## src/rtl/ccff_loader_pkg.sv

```systemverilog
// ccff_loader_pkg: shared definitions for the configuration-chain loader.
//   - ccff_state_e : loader FSM states
//   - CRC16_POLY / CRC16_INIT : CRC-16-CCITT constants for the optional
//     bitstream check (build macro CCFF_LOADER_CRC_EN)
//   - crc16_step   : one bit-serial, MSB-first CRC update
package ccff_loader_pkg;

  typedef enum logic [2:0] {
    ST_IDLE  = 3'd0,
    ST_LOAD  = 3'd1,
    ST_SHIFT = 3'd2,
    ST_CHECK = 3'd3,
    ST_DONE  = 3'd4
  } ccff_state_e;

  localparam logic [15:0] CRC16_POLY = 16'h1021;
  localparam logic [15:0] CRC16_INIT = 16'hFFFF;

  // Feedback is the register MSB xor the incoming bit.
  function automatic logic [15:0] crc16_step(input logic [15:0] crc,
                                             input logic        bit_in);
    logic fb;
    fb = crc[15] ^ bit_in;
    crc16_step = {crc[14:0], 1'b0} ^ (fb ? CRC16_POLY : 16'h0000);
  endfunction

endpackage

```

## src/rtl/ccff_crc16_serial.sv

```systemverilog
// ccff_crc16_serial: bit-serial CRC-16-CCITT accumulator.
// Ports:
//   clk     in   clock
//   rst_n   in   synchronous active-low reset (register returns to init)
//   clear   in   reload CRC16_INIT (priority over bit_en)
//   bit_en  in   fold bit_in into the CRC this cycle
//   bit_in  in   serial data bit
//   crc     out  current CRC register
module ccff_crc16_serial
  import ccff_loader_pkg::*;
(
  input  logic        clk,
  input  logic        rst_n,
  input  logic        clear,
  input  logic        bit_en,
  input  logic        bit_in,
  output logic [15:0] crc
);

  always_ff @(posedge clk) begin
    if (!rst_n || clear) begin
      crc <= CRC16_INIT;
    end else if (bit_en) begin
      crc <= crc16_step(crc, bit_in);
    end
  end

endmodule

```

## src/rtl/ccff_chain_loader.sv

```systemverilog
// ccff_chain_loader: takes bitstream words over valid/ready and serialises
// CHAIN_LEN bits, LSB of each word first, onto the ccff_head chain input with
// a per-bit shift enable, then pulses done.
// Build macro CCFF_LOADER_CRC_EN adds a CHECK state that accepts one extra
// word whose [15:0] is compared with a CRC-16-CCITT of the shifted bits;
// without it crc_err is tied low.
// Ports:
//   prog_clk       in   configuration clock
//   pReset         in   synchronous active-low reset
//   start          in   load request, honoured only while idle
//   word_data      in   bitstream word, bit 0 shifted first
//   word_valid     in   word_data valid
//   word_ready     out  word accepted this cycle when valid
//   ccff_head      out  serial bit into the chain head
//   ccff_shift_en  out  chain captures ccff_head this cycle
//   busy           out  load in progress
//   done           out  one-cycle completion pulse
//   bits_left      out  chain bits still to shift
//   crc_err        out  CRC mismatch on last load
// All outputs are registered from the next-state decode.
module ccff_chain_loader
  import ccff_loader_pkg::*;
#(
  parameter int CHAIN_LEN = 42,
  parameter int WORD_W    = 32,
  parameter int CNT_W     = $clog2(CHAIN_LEN + 1)
) (
  input  logic              prog_clk,
  input  logic              pReset,
  input  logic              start,
  input  logic [WORD_W-1:0] word_data,
  input  logic              word_valid,
  output logic              word_ready,
  output logic              ccff_head,
  output logic              ccff_shift_en,
  output logic              busy,
  output logic              done,
  output logic [CNT_W-1:0]  bits_left,
  output logic              crc_err
);

  localparam int WC_W = $clog2(WORD_W + 1);

  ccff_state_e       state_q, state_d;
  logic [CNT_W-1:0]  bits_left_d;
  logic [WC_W-1:0]   wcnt_q, wcnt_d;
  logic [WC_W-1:0]   n_word;
  logic [WORD_W-1:0] shreg_q, shreg_d;
  logic              head_d;
  logic              ready_d;

`ifdef CCFF_LOADER_CRC_EN
  logic              crc_clr, crc_en;
  logic [15:0]       crc_val;
  logic [15:0]       exp_q, exp_d;
  logic              chk_cmp_q, chk_cmp_d;
  logic              crc_err_q, crc_err_d;

  ccff_crc16_serial u_crc (
    .clk    (prog_clk),
    .rst_n  (pReset),
    .clear  (crc_clr),
    .bit_en (crc_en),
    .bit_in (shreg_q[0]),
    .crc    (crc_val)
  );

  assign crc_err = crc_err_q;
`else
  assign crc_err = 1'b0;
`endif

  // Bits taken from the word being accepted: the final word is truncated.
  always_comb begin
    n_word = WC_W'(WORD_W);
    if (int'(bits_left) < WORD_W) n_word = WC_W'(bits_left);
  end

  always_comb begin
    state_d     = state_q;
    bits_left_d = bits_left;
    wcnt_d      = wcnt_q;
    shreg_d     = shreg_q;
    head_d      = 1'b0;
    ready_d     = 1'b0;
`ifdef CCFF_LOADER_CRC_EN
    crc_clr     = 1'b0;
    crc_en      = 1'b0;
    exp_d       = exp_q;
    chk_cmp_d   = chk_cmp_q;
    crc_err_d   = crc_err_q;
`endif
    case (state_q)
      ST_IDLE: begin
        if (start) begin
          state_d     = ST_LOAD;
          bits_left_d = CNT_W'(CHAIN_LEN);
`ifdef CCFF_LOADER_CRC_EN
          crc_clr     = 1'b1;
          crc_err_d   = 1'b0;
`endif
        end
      end
      ST_LOAD: begin
        if (word_valid && word_ready) begin
          shreg_d = word_data;
          wcnt_d  = n_word;
          head_d  = word_data[0];
          state_d = ST_SHIFT;
        end
      end
      ST_SHIFT: begin
        // Rotate rather than zero-fill: the wrapped bit is never shifted out.
        shreg_d     = {shreg_q[0], shreg_q[WORD_W-1:1]};
        bits_left_d = bits_left - CNT_W'(1);
        wcnt_d      = wcnt_q - WC_W'(1);
`ifdef CCFF_LOADER_CRC_EN
        crc_en      = 1'b1;
`endif
        if (wcnt_q == WC_W'(1)) begin
          if (bits_left == CNT_W'(1)) begin
`ifdef CCFF_LOADER_CRC_EN
            state_d = ST_CHECK;
`else
            state_d = ST_DONE;
`endif
          end else begin
            state_d = ST_LOAD;
          end
        end else begin
          head_d = shreg_q[1];
        end
      end
`ifdef CCFF_LOADER_CRC_EN
      // First phase accepts the CRC word, second phase compares it.
      ST_CHECK: begin
        if (!chk_cmp_q) begin
          if (word_valid && word_ready) begin
            exp_d     = word_data[15:0];
            chk_cmp_d = 1'b1;
          end
        end else begin
          crc_err_d = (exp_q != crc_val);
          chk_cmp_d = 1'b0;
          state_d   = ST_DONE;
        end
      end
`endif
      ST_DONE: state_d = ST_IDLE;
      default: state_d = ST_IDLE;
    endcase

    ready_d = (state_d == ST_LOAD);
`ifdef CCFF_LOADER_CRC_EN
    if (state_d == ST_CHECK && !chk_cmp_d) ready_d = 1'b1;
`endif
  end

  always_ff @(posedge prog_clk) begin
    if (!pReset) begin
      state_q       <= ST_IDLE;
      bits_left     <= '0;
      wcnt_q        <= '0;
      ccff_head     <= 1'b0;
      ccff_shift_en <= 1'b0;
      word_ready    <= 1'b0;
      busy          <= 1'b0;
      done          <= 1'b0;
`ifdef CCFF_LOADER_CRC_EN
      chk_cmp_q     <= 1'b0;
      crc_err_q     <= 1'b0;
`endif
    end else begin
      state_q       <= state_d;
      bits_left     <= bits_left_d;
      wcnt_q        <= wcnt_d;
      ccff_head     <= head_d;
      ccff_shift_en <= (state_d == ST_SHIFT);
      word_ready    <= ready_d;
      busy          <= (state_d != ST_IDLE);
      done          <= (state_d == ST_DONE);
`ifdef CCFF_LOADER_CRC_EN
      chk_cmp_q     <= chk_cmp_d;
      crc_err_q     <= crc_err_d;
`endif
    end
  end

  // Data registers carry no reset; they are always reloaded before use.
  always_ff @(posedge prog_clk) begin
    shreg_q <= shreg_d;
`ifdef CCFF_LOADER_CRC_EN
    exp_q   <= exp_d;
`endif
  end

endmodule

```

## config.mk

```make
export PLATFORM = sky130hd
export DESIGN_NAME = ccff_chain_loader
export DESIGN_NICKNAME = d
export VERILOG_FILES = /design/src/rtl/ccff_loader_pkg.sv /design/src/rtl/ccff_crc16_serial.sv /design/src/rtl/ccff_chain_loader.sv
export SDC_FILE = /design/constraint.sdc
export NUM_CORES = 1
export LEC_CHECK = 0
export ABC_AREA = 0
export CORE_AREA = 2 2 84 70
export CTS_CLUSTER_SIZE = 25
export DETAILED_ROUTE_END_ITERATION = 8
export DIE_AREA = 0 0 86 72
export GPL_ROUTABILITY_DRIVEN = 0
export PLACE_DENSITY_LB_ADDON = 0.25
export SYNTH_ARGS = -nofsm -noshare
export SYNTH_HDL_FRONTEND = slang
export SYNTH_SLANG_ARGS = --single-unit
```

## constraint.sdc

```tcl
create_clock -name prog_clk -period 4.7 [get_ports prog_clk]
set_input_delay 0.47 -clock prog_clk [delete_from_list [all_inputs] [get_ports prog_clk]]
set_output_delay 0.47 -clock prog_clk [all_outputs]
set_load 0.01 [all_outputs]
```

# --- After elaboration in Yosys (flattened, before gate mapping) ---
# Index checks and enable logic that the tools add are counted.
word_totals:
  rom_bits: 0
  inputBits: 36
  reg_bits: 52
  n_memories: 0
  out_inout_bits: 12
  ramBits: 0
  latchBits: 0
op_classes:
  n_lt_le_gt_ge: 1
  n_eq_ne: 9
  mux: 15
  addsub: 2
  div: 0
  bitwise_logic: 0
  mul: 0
  n_shift: 0
  n_reduce_logical: 7
op_table:
  columns: ["op", "count"]
  rows:
  - ["$pmux W32 S2", 1]
  - ["$mux W32", 1]
  - ["$pmux W6 S2", 2]
  - ["$mux W6", 3]
  - ["$eq A6 B1 Y1 const B", 2]
  - ["$mux W3", 4]
  - ["$sub A6 B1 Y6 const B", 2]
  - ["$pmux W3 S3", 1]
  - ["$eq A3 B1 Y1 const B", 2]
  - ["$eq A3 B2 Y1 const B", 2]
  - ["$lt A6 B6 Y1 const B", 1]
  - ["$ne A2 B2 Y1 const B", 2]
  - ["$reduce_and A2 Y1", 2]
  - ["$reduce_bool A2 Y1", 2]
  - ["$eq A3 B3 Y1 const B", 1]
  - ["$logic_not A3 Y1", 1]
  - ["$reduce_bool A3 Y1", 1]
  - ["$mux W1", 2]
  - ["$pmux W1 S2", 1]
  - ["$logic_and A1 B1 Y1", 1]

# --- Longest topological paths before layout ---
# Gate-level depths: netlist (run 1).
logic_depth:
  word_depth: 5
  mapped_depth: 7
  mapped_depth_nobuf: 5

# --- Worst setup path before layout (run 1) ---
# OpenSTA, ideal clock, no wires.
synth_path:
  path_kind: "register -> register"
  from: "register state_q[1]"
  to: "register shreg_q[0] (enable)"
  t_required_ns: 4.279
  path_buffers: 1
  stages_incl_launch_ff: 4
  t_arrival_ns: 2.191
  period_less_slack_ns: 2.612
  slack_ns: 2.088
  path_cell_list: "dfxtp_1 buf_2 mux2_2 nor2_1"
synth_between:
  elab_chain_len: 3
  elab_cells_between_ends: 5
  cone_classes: "3 x eq/ne; 2 x reduce/logical"
synth_lines:
  columns: ["element", "line", "text"]
  rows:
  - ["start, declared", "ccff_chain_loader.sv:44", "ccff_state_e state_q, state_d;"]
  - ["start signal, assigned", "ccff_chain_loader.sv:174", "state_q <= state_d;"]
  - ["$eq A3 B1 Y1 / $eq A3 B2 Y1 (equally long branches)", "ccff_chain_loader.sv:93", "case (state_q)"]
  - ["$ne A2 B2 Y1 (no line) / $reduce_bool A2 Y1 (equally long branches)", null, null]
  - ["$reduce_and A2 Y1 (no line) *", null, null]
  - ["end signal, assigned", "ccff_chain_loader.sv:191", "shreg_q <= shreg_d;"]
  - ["end, declared", "ccff_chain_loader.sv:48", "logic [WORD_W-1:0] shreg_q, shreg_d;"]
# Mark *: on every way between the ends. The rest lies on a longest branch, timed or not.
# A chain may end at the register's enable or synchronous reset.

# --- Worst setup path after layout (run 1) ---
layout_path:
  from: "register state_q[1]"
  to: "register wcnt_q[5]"
layout_between:
  elab_chain_len: 3
  elab_cells_between_ends: 6
  cone_classes: "3 x eq/ne; 1 x mux; 2 x reduce/logical"
layout_lines:
  columns: ["element", "line", "text"]
  rows:
  - ["$eq A3 B1 Y1 / $eq A3 B2 Y1 (equally long branches)", "ccff_chain_loader.sv:93", null]
  - ["$ne A2 B2 Y1 (no line) / $reduce_bool A2 Y1 (equally long branches)", null, null]
  - ["$reduce_and A2 Y1 (no line)", null, null]
  - ["end signal, assigned", "ccff_chain_loader.sv:176", "wcnt_q <= wcnt_d;"]
  - ["end, declared", "ccff_chain_loader.sv:46", "logic [WC_W-1:0] wcnt_q, wcnt_d;"]
# Several ways; a longest one is shown, not always the timed one.

==> results of run 1 <==
per-layer routing:
| metal | track usage [%] | routed length [um] | vias up |
|---|---|---|---|
| met3 | 3.64 | 202 | 4 |
| met5 | 0 | 0 | - |
| met1 | 22.7 | 2270 | 861 |
| met4 | 4.76 | 41 | 0 |
| met2 | 24.2 | 2120 | 38 |
| li1 | - | - | 922 |
logic make-up after synthesis:
group	synth area share [%]
adders and majority gates	2.15
other	0.161
AOI/OAI and AO/OA	8.26
buffers and inverters	4.24
DFF	58.4
muxes	0.483
xor gates and xnor gates	0.376
and+or+nand+nor	26.0
final timing paths:
path / end / slack [ns] / depth (start not counted)
setup / recovery: wcnt_q[5]$_SDFFE_PN0P_ / 2.44 / 4
hold / removal: wcnt_q[4]$_SDFFE_PN0P_ / 0.51 / 2
setup reg to reg: wcnt_q[5]$_SDFFE_PN0P_ / 2.44 / 4
hold reg to reg: wcnt_q[4]$_SDFFE_PN0P_ / 0.51 / 2
worst min-delay path, cell delays in order, from the launching register on:
cell	delay, ns
sky130_fd_sc_hd__dfxtp_1	0.32
sky130_fd_sc_hd__o311ai_0	0.08
sky130_fd_sc_hd__a21oi_1	0.07
power by group:
group / internal (uW) / switching, uW / leakage [uW] / total (uW)
Sequential: 504 / 13.7 / 0.000454 / 518
Clock: 104 / 141 / 0.0000388 / 244
Combinational: 54.6 / 44.8 / 0.000596 / 99.4
Total: 662 / 199 / 0.00109 / 862
per-stage QoR:
step / power, uW / cell area, um^2 / hold WS (ns) / setup WS (ns) / instances
floorplan: 576 / 2330 / 0.447 / 2.09 / 244
global placement: 626 / 2830 / 0.461 / 2.54 / 343
detailed placement: 628 / 2830 / 0.486 / 2.46 / 343
CTS: 871 / 2910 / 0.515 / 2.43 / 351
global route: 900 / 2910 / 0.530 / 2.15 / 351
finish: 862 / 2910 / 0.512 / 2.44 / 351
Yosys cell counts (2+ instances only):
cell type and count:
sky130_fd_sc_hd__nand2_1 99, sky130_fd_sc_hd__and4_1 2, sky130_fd_sc_hd__buf_2 4, sky130_fd_sc_hd__a21oi_1 8, sky130_fd_sc_hd__buf_1 2, sky130_fd_sc_hd__o311ai_0 2, sky130_fd_sc_hd__a32oi_1 2, sky130_fd_sc_hd__nor4_1 2
sky130_fd_sc_hd__nor2_1 6, sky130_fd_sc_hd__dfxtp_1 20, sky130_fd_sc_hd__ha_1 4, sky130_fd_sc_hd__clkbuf_1 6, sky130_fd_sc_hd__a311oi_1 2, sky130_fd_sc_hd__inv_1 6, sky130_fd_sc_hd__nand3_1 5, sky130_fd_sc_hd__buf_4 2
sky130_fd_sc_hd__a211oi_1 4, sky130_fd_sc_hd__edfxtp_1 32, sky130_fd_sc_hd__nor3_1 13, sky130_fd_sc_hd__or4_1 2
layout make-up:
class | count | area, um^2
multi-input combinational | 171 | 881
sequential | 52 | 1360
fill | 483 | 2400
tap | 65 | 81.3
timing repair buffer | 49 | 483
clock buffer | 6 | 72.6
clock inverter | 2 | 11.3
inverter | 6 | 22.5
registers in the layout (all words and copies together), names as in the netlist:
register       flops
shreg_q           32
bits_left          6
wcnt_q             6
state_q            3
busy               1
ccff_head          1
ccff_shift_en      1
done               1
word_ready         1
layout by cell type, fill, tap and decap left out, types with 2 or more instances in the layout:
cell                               n
sky130_fd_sc_hd__nor3_1           13
sky130_fd_sc_hd__ha_1              4
sky130_fd_sc_hd__buf_4             3
sky130_fd_sc_hd__or4_1             2
sky130_fd_sc_hd__inv_1             6
sky130_fd_sc_hd__clkbuf_8          5
sky130_fd_sc_hd__nor2_1            5
sky130_fd_sc_hd__o311ai_0          2
sky130_fd_sc_hd__edfxtp_1         32
sky130_fd_sc_hd__nand2_1          99
sky130_fd_sc_hd__a21oi_1           8
sky130_fd_sc_hd__clkdlybuf4s50_1  46
sky130_fd_sc_hd__a211oi_1          4
sky130_fd_sc_hd__a32oi_1           2
sky130_fd_sc_hd__nand3_1           5
sky130_fd_sc_hd__dfxtp_1          20
sky130_fd_sc_hd__a311oi_1          2
sky130_fd_sc_hd__and4_1            2
sky130_fd_sc_hd__nor4_1            2
==> metrics.md, run 1 <==
| Metric | Value |
|---|---|
| Clock sinks | `52` |
| Clock latency at the later pin of the worst-skew pair | `approximately 0.30 ns` |
| Via/cell ratio | `5.20` |
| Number of primary I/O pins | `48` |
| Required @ worst endpoint | `slightly below 5 ns` |
| Peak fanout along the critical path | `24` |
| Initial antenna violation count | `0` |
| Endpoints failing setup | `0` |
| Wire length per cell after detailed routing | `13.2 um` |
| Dominant delay contributor by cell family on the critical path | `simple AND/OR/NAND/NOR gates` |
| Final layout net count | `roughly 330` |
| Count of routing violations after the opening detailed-route iteration | `99` |
| Final HPWL DP | `roughly 3200 um` |
| Unrepaired setup endpoints after global routing | `no` |
| Minimum period implied by the final worst setup slack | `2.26 ns` |
| Dominant cell type by area after synthesis | `sky130_fd_sc_hd__edfxtp_1` |
| Area growth from synthesis to layout | `24.9%` |
| Global routing usage summed across all routing layers | `between 10% and 20%` |
| # hold bufs at CTS | `0` |
| Antenna Cells | `0` |
| HP Class | `register to register` |
| Top cells by area, synth | `sky130_fd_sc_hd__edfxtp_1, sky130_fd_sc_hd__dfxtp_1, sky130_fd_sc_hd__nand2_1, sky130_fd_sc_hd__nor3_1, sky130_fd_sc_hd__ha_1` |
| Final Max Tran Viols | `0` |
| Arrival time worst endpoint | `2.43 ns` |
| PortBufs | `46` |
| Clock slew at reported path FFs | `around 0.1 ns` |
| Timing startpoint of the critical path | `state_q[1]$_SDFF_PN0_` |
| Total of cells resized after clock tree synthesis | `0` |
| Top cell type's share of synthesized area | `between 40% and 50%` |
| Effective utilization at floorplan | `between 40% and 50%` |
| Final total negative setup slack | `0 ns` |
| Total wire length after detailed routing | `roughly 4600 um` |
| Launching element type of the critical path | `register` |
| Max IR drop VDD | `between 0.1 and 0.15 mV` |
| Synthesized area | `2330 um^2` |
| Most common flop cell mapped by yosys | `sky130_fd_sc_hd__edfxtp_1` |
| Largest stage delay on the critical path | `around 0.77 ns` |
| Maximum buffer depth of the clock tree | `2` |
| Yosys Warn Count | `0` |
| Cells after synthesis | `approximately 240` |
| Floorplan Core Area | `5320 um^2` |
| Type of element capturing the critical path | `register` |
| Async SR Flop Fraction | `0%` |
| Pin count of the biggest net entering global routing | `39` |
| Number of detailed-routing iterations run before antenna repair | `4` |
| Final count of hold timing violations | `0` |
| Total via count in the routed design | `around 1800` |
| Power density relative to cell area | `just under 300 nW/um^2` |
| Launch point of the worst hold path | `wcnt_q[4]$_SDFFE_PN0P_` |
| Outcome | `finished, final reports clean` |
| Number of enable-type register cells in the synthesized netlist | `32` |
| Category of the most critical setup path | `register to register` |
| Max-capacitance violation count | `0` |
| Chip width | `between 80 and 90 um` |
| Final critical-path share of the clock period | `around half` |
| Total of flip-flops plus latches after synthesis | `52` |
| CTS HTree Levels | `2` |
| Aggregate global routing overflow | `0` |
| Detailed-route DRC error count | `0` |
| Buffer type at the clock tree root | `sky130_fd_sc_hd__clkbuf_8` |
| Actual transition at the worst max-transition pin | `about 0.84 ns` |
| Number of buffers inserted during clock tree synthesis | `5` |
| Synth cell types | `41` |
| Core utilization of the finished layout | `a little over half` |
| Height of the die | `~72 um` |
| Post-CTS setup-driven buffer insertion count | `0` |
| Start of the worst register-to-register path | `state_q[1]$_SDFF_PN0_` |
| Post-synthesis average cell area | `9.56 um^2` |
| Layout cell share with drive strength beyond 1 | `roughly 5.6%` |
| Sequential share of the synthesized area | `58.4%` |
| Number of global-route vias before repair | `about 1700` |
| Clk_skew | `around 0.012 ns` |
| DIE AREA | `just over 6000 um^2` |
| Clock tree from TritonCTS | `yes` |
| Sequence of cells on the critical path | `nor3b_4, and4_1, nor3_1, a2111oi_0` |
| Std-Cell Rows | `24` |
| Worst rel slew slack | `44.2%` |
| Synthesized net count | `284` |
| First-pass GRT wire length | `~7700 um` |
| Count of antenna-violating nets left after detailed routing | `0` |
| Leak | `around 0.0011 uW` |
| Worst path bufs/invs | `0` |
| Cell with the largest stage delay on the worst path | `sky130_fd_sc_hd__nor3b_4` |
| Fmax achieved | `442 MHz` |
No activity file was read; power rests on OpenSTA's default activity.
==> inputs of run 2 (changes only) <==
==> constraint.sdc (replaced) <==
create_clock -name prog_clk -period 2.1 [get_ports prog_clk]
set_input_delay 0.21 -clock prog_clk [delete_from_list [all_inputs] [get_ports prog_clk]]
set_output_delay 0.21 -clock prog_clk [all_outputs]
set_load 0.01 [all_outputs]
==> run 2 against run 1 <==
Effect of this change:
- sequential share of layout area fell by 1.0 points
- flip-flop and latch count stayed put
- highest routed layer unchanged
- maximum frequency increased by 29%
- routed wire length barely moved
- critical path depth unchanged
- largest power group unchanged
- via count fell by 0.49%
- die area unchanged
- setup slack got worse by 2.1 ns
- first-iteration DRC count grew 62%
- count of clock-buffer cells in the layout unchanged
==> metrics.md, run 2 (same netlist as run 1, synthesis figures left out) <==
| Metric | Value |
|---|---|
| Pin count of the biggest net entering global routing | `38 (-2.6%)` |
| Layout cell share with drive strength beyond 1 | `7.24% (+1.6 points)` |
| Wire length per cell after detailed routing | `13.1 um (-1.1%)` |
| Max-capacitance violation count | `0 (unchanged)` |
| Antenna Cells | `0 (unchanged)` |
| Floorplan Core Area | `5320 um^2 (unchanged)` |
| Buffer type at the clock tree root | `sky130_fd_sc_hd__clkbuf_8` |
| R2R depth | `4 (unchanged)` |
| Clk_skew | `0.00908 ns (-0.00269 ns)` |
| Cell with the largest stage delay on the worst path | `sky130_fd_sc_hd__dfxtp_1` |
| Via/cell ratio | `5.12 (-1.6%)` |
| Largest register FFs | `32 (unchanged)` |
| Launch point of the worst hold path | `wcnt_q[5]$_SDFFE_PN0P_` |
| Worst Hold Path Cells | `1 (-1)` |
| Count of antenna-violating nets left after detailed routing | `0 (unchanged)` |
| Minimum period implied by the final worst setup slack | `1.75 ns (-0.513 ns)` |
| Power density relative to cell area | `685 nW/um^2 (+130%)` |
| Min-Delay Endpoint | `wcnt_q[5]$_SDFFE_PN0P_` |
| HP Class | `register to register` |
| Type of element capturing the critical path | `register` |
| Reg2Reg Setup Slack | `0.35 ns (-2.09 ns)` |
| Chip width | `86 um (unchanged)` |
| Clock latency at the later pin of the worst-skew pair | `0.30 ns (about the same)` |
| Sequence of cells on the critical path | `nand3_2, or3_1, o32a_1, a21oi_1` |
| Dominant delay contributor by cell family on the critical path | `simple AND/OR/NAND/NOR gates` |
| Final design area excluding fillers | `2980 um^2 (+2.3%)` |
| Post-layout instance count excluding filler cells | `355 (+1.1%)` |
| Number of primary I/O pins | `48 (unchanged)` |
| Detailed-route DRC error count | `0 (unchanged)` |
| Endpoints failing setup | `0 (unchanged)` |
| Height of the die | `72 um (unchanged)` |
| Post-CTS setup-driven buffer insertion count | `0 (unchanged)` |
| Final total negative setup slack | `0 ns (unchanged)` |
| DIE AREA | `6190 um^2 (unchanged)` |
| Number of detailed-routing iterations run before antenna repair | `4 (unchanged)` |
| Top register by number of flip-flops | `shreg_q` |
| Most used cells in the layout excluding fill and tap cells | `sky130_fd_sc_hd__nand2_1, sky130_fd_sc_hd__clkdlybuf4s50_1, sky130_fd_sc_hd__edfxtp_1` |
| CTS HTree Levels | `2 (unchanged)` |
| Arrival time worst endpoint | `1.97 ns (-0.46 ns)` |
| Final Max Tran Viols | `0 (unchanged)` |
| Endpoint of the lowest-slack register-to-register path | `wcnt_q[2]$_SDFFE_PN0P_` |
| Leak | `0.00113 uW (+3.4%)` |
| Outcome | `finished, final reports clean` |
| Largest stage delay on the critical path | `0.58 ns (-0.19 ns)` |
| Global routing usage summed across all routing layers | `16.5% (+0.63 points)` |
| Final critical-path share of the clock period | `83.3% (+35 points)` |
| Clock slew at reported path FFs | `0.09 ns (about the same)` |
| Number of global-route vias before repair | `1787 (+7.7%)` |
| Unrepaired setup endpoints after global routing | `no` |
| Category of the most critical setup path | `register to register` |
| Instance area after placement | `2870 um^2 (+1.5%)` |
| First-pass GRT wire length | `8090 um (+4.9%)` |
| Count of routing violations after the opening detailed-route iteration | `160 (+62%)` |
| Final layout net count | `329 (+1.2%)` |
| Cell Count Post-Placement | `347 (+1.2%)` |
| Initial antenna violation count | `0 (unchanged)` |
| Most common library cell in the layout ignoring fill and taps | `sky130_fd_sc_hd__nand2_1` |
| PortBufs | `46 (unchanged)` |
| Clock sinks | `52 (unchanged)` |
| Worst path bufs/invs | `0 (unchanged)` |
| Required @ worst endpoint | `2.32 ns (-2.55 ns)` |
| Number of buffers inserted during clock tree synthesis | `5 (unchanged)` |
| Final count of hold timing violations | `0 (unchanged)` |
| Total via count in the routed design | `1816 (-0.49%)` |
| Total power after layout | `2040 uW (+140%)` |
| Total wire length after detailed routing | `4640 um (about the same)` |
| Max IR drop VDD | `0.335 mV (+130%)` |
| Start of the worst register-to-register path | `state_q[0]$_SDFF_PN0_` |
| Total of cells resized after clock tree synthesis | `0 (unchanged)` |
| Registers with the highest flip-flop counts | `shreg_q (32), bits_left (6), wcnt_q (6)` |
| Peak fanout along the critical path | `10 (-58%)` |
| Aggregate global routing overflow | `0 (unchanged)` |
| Area growth from synthesis to layout | `27.7%` |
| # hold bufs at CTS | `0 (unchanged)` |
| Effective utilization at floorplan | `43.9% (unchanged)` |
| Launching element type of the critical path | `register` |
| Maximum buffer depth of the clock tree | `2 (unchanged)` |
| Std-Cell Rows | `24 (unchanged)` |
| Clock tree from TritonCTS | `yes` |
| Final HPWL DP | `3250 um (+1.2%)` |
| Fmax achieved | `572 MHz (+29%)` |
## run 2: worst register-to-register path, stage by stage, from the launching register on
cell	delay, ns
sky130_fd_sc_hd__dfxtp_1	0.58
sky130_fd_sc_hd__nand3_2	0.19
sky130_fd_sc_hd__or3_1	0.45
sky130_fd_sc_hd__o32a_1	0.32
sky130_fd_sc_hd__a21oi_1	0.14
## run 2: through the flow
| step | util (%) | setup slack, ns | hold slack (ns) |
|---|---|---|---|
| 2_1_floorplan | - | 0.0166 | 0.338 |
| 4_1_cts | 56.0 | 0.356 | 0.477 |
| 3_5_place_dp | 54.0 | 0.309 | 0.464 |
| 5_1_grt | 56.0 | 0.143 | 0.510 |
| 6_report | 56.0 | 0.352 | 0.491 |
| 3_3_place_gp | 54.0 | 0.328 | 0.462 |
## run 2: worst max path at each step
stage / slack, ns / to / from / cells past startpoint
floorplan: 0.02 / shreg_q[0]$_DFFE_PP_ / state_q[1]$_SDFF_PN0_ / 3
global placement: 0.33 / shreg_q[18]$_DFFE_PP_ / word_valid / 5
detailed placement: 0.31 / wcnt_q[1]$_SDFFE_PN0P_ / word_valid / 5
CTS: 0.36 / wcnt_q[2]$_SDFFE_PN0P_ / state_q[0]$_SDFF_PN0_ / 4
global route: 0.14 / wcnt_q[1]$_SDFFE_PN0P_ / state_q[0]$_SDFF_PN0_ / 4
finish: 0.35 / wcnt_q[2]$_SDFFE_PN0P_ / state_q[0]$_SDFF_PN0_ / 4
## run 2: report_power, final
part | leakage (uW) | internal (uW) | switching [uW]
Clock | 0.0000513 | 353 | 300
Combinational | 0.000620 | 128 | 102
Sequential | 0.000454 | 1130 | 30.6
Total | 0.00113 | 1610 | 433
## run 2: layer usage
| metal | vias to the layer above | GRT usage (%) | routed length [um] |
|---|---|---|---|
| met5 | - | 0 | 0 |
| met4 | 0 | 5.29 | 37 |
| met3 | 5 | 4.32 | 271 |
| met2 | 53 | 26.2 | 2150 |
| met1 | 828 | 22.3 | 2180 |
| li1 | 930 | - | - |
## run 2: cell type report
class	instances	area, um^2
fillers	481	2340
flip-flops and latches	52	1360
clock buffers	6	72.6
well taps	65	81.3
inverters	6	22.5
multi-input cells	171	881
clock inverters	2	35.0
repair buffers	53	526
==> inputs of run 3 (changes only) <==
==> constraint.sdc (replaced) <==
create_clock -name prog_clk -period 1.64 [get_ports prog_clk]
set_input_delay 0.164 -clock prog_clk [delete_from_list [all_inputs] [get_ports prog_clk]]
set_output_delay 0.164 -clock prog_clk [all_outputs]
set_load 0.01 [all_outputs]
==> run 3 against run 2 <==
Effect of this change:
- routed wire length increased by 2.0%
- cell count rose by 2.3%
- global-route usage shrank 0.51 points
- design area up 2.4%
- power increased by 23%
- combinational power grew 36%
- flip-flop and latch count is the same
- die area unchanged
- largest power group unchanged
==> metrics.md, run 3 (same netlist as run 1, synthesis figures left out) <==
| Metric | Value |
|---|---|
| Clk_skew | `0.00374 ns (-0.00534 ns)` |
| Most common library cell in the layout ignoring fill and taps | `sky130_fd_sc_hd__nand2_1` |
| Worst path bufs/invs | `1 (+1)` |
| Detailed-route DRC error count | `0 (unchanged)` |
| Registers with the highest flip-flop counts | `shreg_q (32), bits_left (6), wcnt_q (6)` |
| HP Class | `input port to register` |
| Pin count of the biggest net entering global routing | `38 (unchanged)` |
| Floorplan Core Area | `5320 um^2 (unchanged)` |
| Chip width | `86 um (unchanged)` |
| Number of global-route vias before repair | `1624 (-9.1%)` |
| Clock sinks | `52 (unchanged)` |
| Setup slack at placement | `-0.0833 ns (-0.392 ns)` |
| Largest stage delay on the critical path | `0.60 ns (+0.02 ns)` |
| Via/cell ratio | `5.00 (-2.3%)` |
| # hold bufs at CTS | `0 (unchanged)` |
| Maximum buffer depth of the clock tree | `2 (unchanged)` |
| Power density relative to cell area | `826 nW/um^2 (+20%)` |
| Number of buffers inserted during clock tree synthesis | `5 (unchanged)` |
| Dominant delay contributor by cell family on the critical path | `buffers and inverters` |
| Cell with the largest stage delay on the worst path | `sky130_fd_sc_hd__clkdlybuf4s50_1` |
| Number of primary I/O pins | `48 (unchanged)` |
| Type of element capturing the critical path | `primary output` |
| Leak | `0.00117 uW (+4.0%)` |
| DIE AREA | `6190 um^2 (unchanged)` |
| Height of the die | `72 um (unchanged)` |
| Std-Cell Rows | `24 (unchanged)` |
| Clock latency at the later pin of the worst-skew pair | `0.31 ns (about the same)` |
| Core utilization of the finished layout | `57.4% (+1.3 points)` |
| Category of the most critical setup path | `register to primary output` |
| Fmax achieved | `638 MHz` |
| Final critical-path setup slack | `0.0738 ns (-0.278 ns)` |
| Post-layout instance count excluding filler cells | `363 (+2.3%)` |
| Required @ worst endpoint | `1.48 ns (-0.84 ns)` |
| Final layout net count | `337 (+2.4%)` |
| CTS HTree Levels | `2 (unchanged)` |
| Endpoints failing setup | `0 (unchanged)` |
| Total power after layout | `2520 uW (+23%)` |
| Area growth from synthesis to layout | `30.8%` |
| Wire length per cell after detailed routing | `13.0 um (-0.28%)` |
| Final count of hold timing violations | `0 (unchanged)` |
| Total wire length after detailed routing | `4730 um (+2.0%)` |
| Global routing usage summed across all routing layers | `16.0% (-0.51 points)` |
| Effective utilization at floorplan | `43.9% (unchanged)` |
| Outcome | `finished, final reports clean` |
| Count of routing violations after the opening detailed-route iteration | `118 (-26%)` |
| First-pass GRT wire length | `7640 um (-5.5%)` |
| Antenna Cells | `0 (unchanged)` |
| Clock tree from TritonCTS | `yes` |
| Total via count in the routed design | `1814 (-0.11%)` |
| Worst-case hold slack | `0.499 ns (+0.00832 ns)` |
| Clock slew at reported path FFs | `0.09 ns (about the same)` |
| Launching element type of the critical path | `register` |
| Cell Count Post-Placement | `354 (+2.0%)` |
| Most used cells in the layout excluding fill and tap cells | `sky130_fd_sc_hd__nand2_1, sky130_fd_sc_hd__clkdlybuf4s50_1, sky130_fd_sc_hd__edfxtp_1` |
| Sequence of cells on the critical path | `clkdlybuf4s50_1` |
| Count of antenna-violating nets left after detailed routing | `0 (unchanged)` |
| Buffer type at the clock tree root | `sky130_fd_sc_hd__clkbuf_8` |
| Largest register FFs | `32 (unchanged)` |
| Max IR drop VDD | `0.370 mV (+10%)` |
| Final Max Tran Viols | `0 (unchanged)` |
| Final critical-path share of the clock period | `95.5%` |
| Top register by number of flip-flops | `shreg_q` |
| Layout cell share with drive strength beyond 1 | `12.1% (+4.8 points)` |
| Max-capacitance violation count | `0 (unchanged)` |
| Aggregate global routing overflow | `0 (unchanged)` |
| Minimum period implied by the final worst setup slack | `between 1.5 and 2 ns` |
| Peak fanout along the critical path | `8 (-2)` |
| Number of detailed-routing iterations run before antenna repair | `4 (unchanged)` |
| Final HPWL DP | `3220 um (-0.97%)` |
| PortBufs | `46 (unchanged)` |
| Initial antenna violation count | `0 (unchanged)` |
| Arrival time worst endpoint | `1.40 ns (-0.57 ns)` |
| Filler cell count in the final layout | `463 (-3.7%)` |
-- run 3: cell count changes in the layout (fill, tap and decap cells not counted), sizes merged --
cell | previous run | this run
bufinv | 1 | 0
buf | 7 | 15
clkinv | 0 | 2
clkbuf | 6 | 5
-- run 3: layout make-up --
cell class / instances / area, um^2 / area share, %
Inverter: 6 / 22.5 / 0.738
Clock buffer: 5 / 68.8 / 2.26
Multi-Input combinational cell: 171 / 905 / 29.7
Timing Repair Buffer: 61 / 586 / 19.2
Sequential cell: 52 / 1370 / 44.9
Tap cell: 65 / 81.3 / 2.67
Clock inverter: 3 / 18.8 / 0.615
-- run 3: worst reg2reg max path, cell delays in order (launching register included) --
cell and delay [ns]:
sky130_fd_sc_hd__dfxtp_4 0.38, sky130_fd_sc_hd__or3b_4 0.41, sky130_fd_sc_hd__or4_4 0.43, sky130_fd_sc_hd__a2bb2oi_1 0.16
sky130_fd_sc_hd__a21oi_2 0.13
-- run 3: per-layer routing --
metal	track usage [%]	up-vias	wire length [um]	share of wire [%]
li1	-	947	-	-
met1	22.9	801	2420	51
met2	22.1	57	1920	41
met3	5.46	9	314	6.6
met4	6.70	0	79	1.7
met5	0	-	0	0
-- run 3: path summary, 6_finish.rpt --
path,startpoint,cells after the start,to,slack [ns]
setup / recovery,bits_left[3]$_SDFFE_PN0P_,1,bits_left[3],0.07
hold reg to reg,wcnt_q[5]$_SDFFE_PN0P_,1,wcnt_q[5]$_SDFFE_PN0P_,0.50
setup reg to reg,state_q[2]$_SDFF_PN0_,4,wcnt_q[3]$_SDFFE_PN0P_,0.08
hold / removal,word_data[9],3,shreg_q[9]$_DFFE_PP_,0.50
-- run 3: through the flow --
step	TNS (ns)	cell area, um^2
final	0	3050
after global routing	-0.0534	3050
after CTS	0	3040
after detailed placement	-2.97	2940
after global placement	-2.61	2940
after floorplan	-1.82	2360
-- run 3: power by group --
group          leakage, uW  switching (uW)  internal [uW]  total (uW)
clock            0.0000441             427            297         724
sequential        0.000456            36.8           1440        1480
combinational     0.000671             138            177         315
total              0.00117             602           1920        2520
-- run 3: repair_timing --
item / CTS / global route
setup endpoints to repair: 4 / 7
pin swaps: 1 / 0
resized for setup: 1 / 6
buffers inserted: 1 / 0
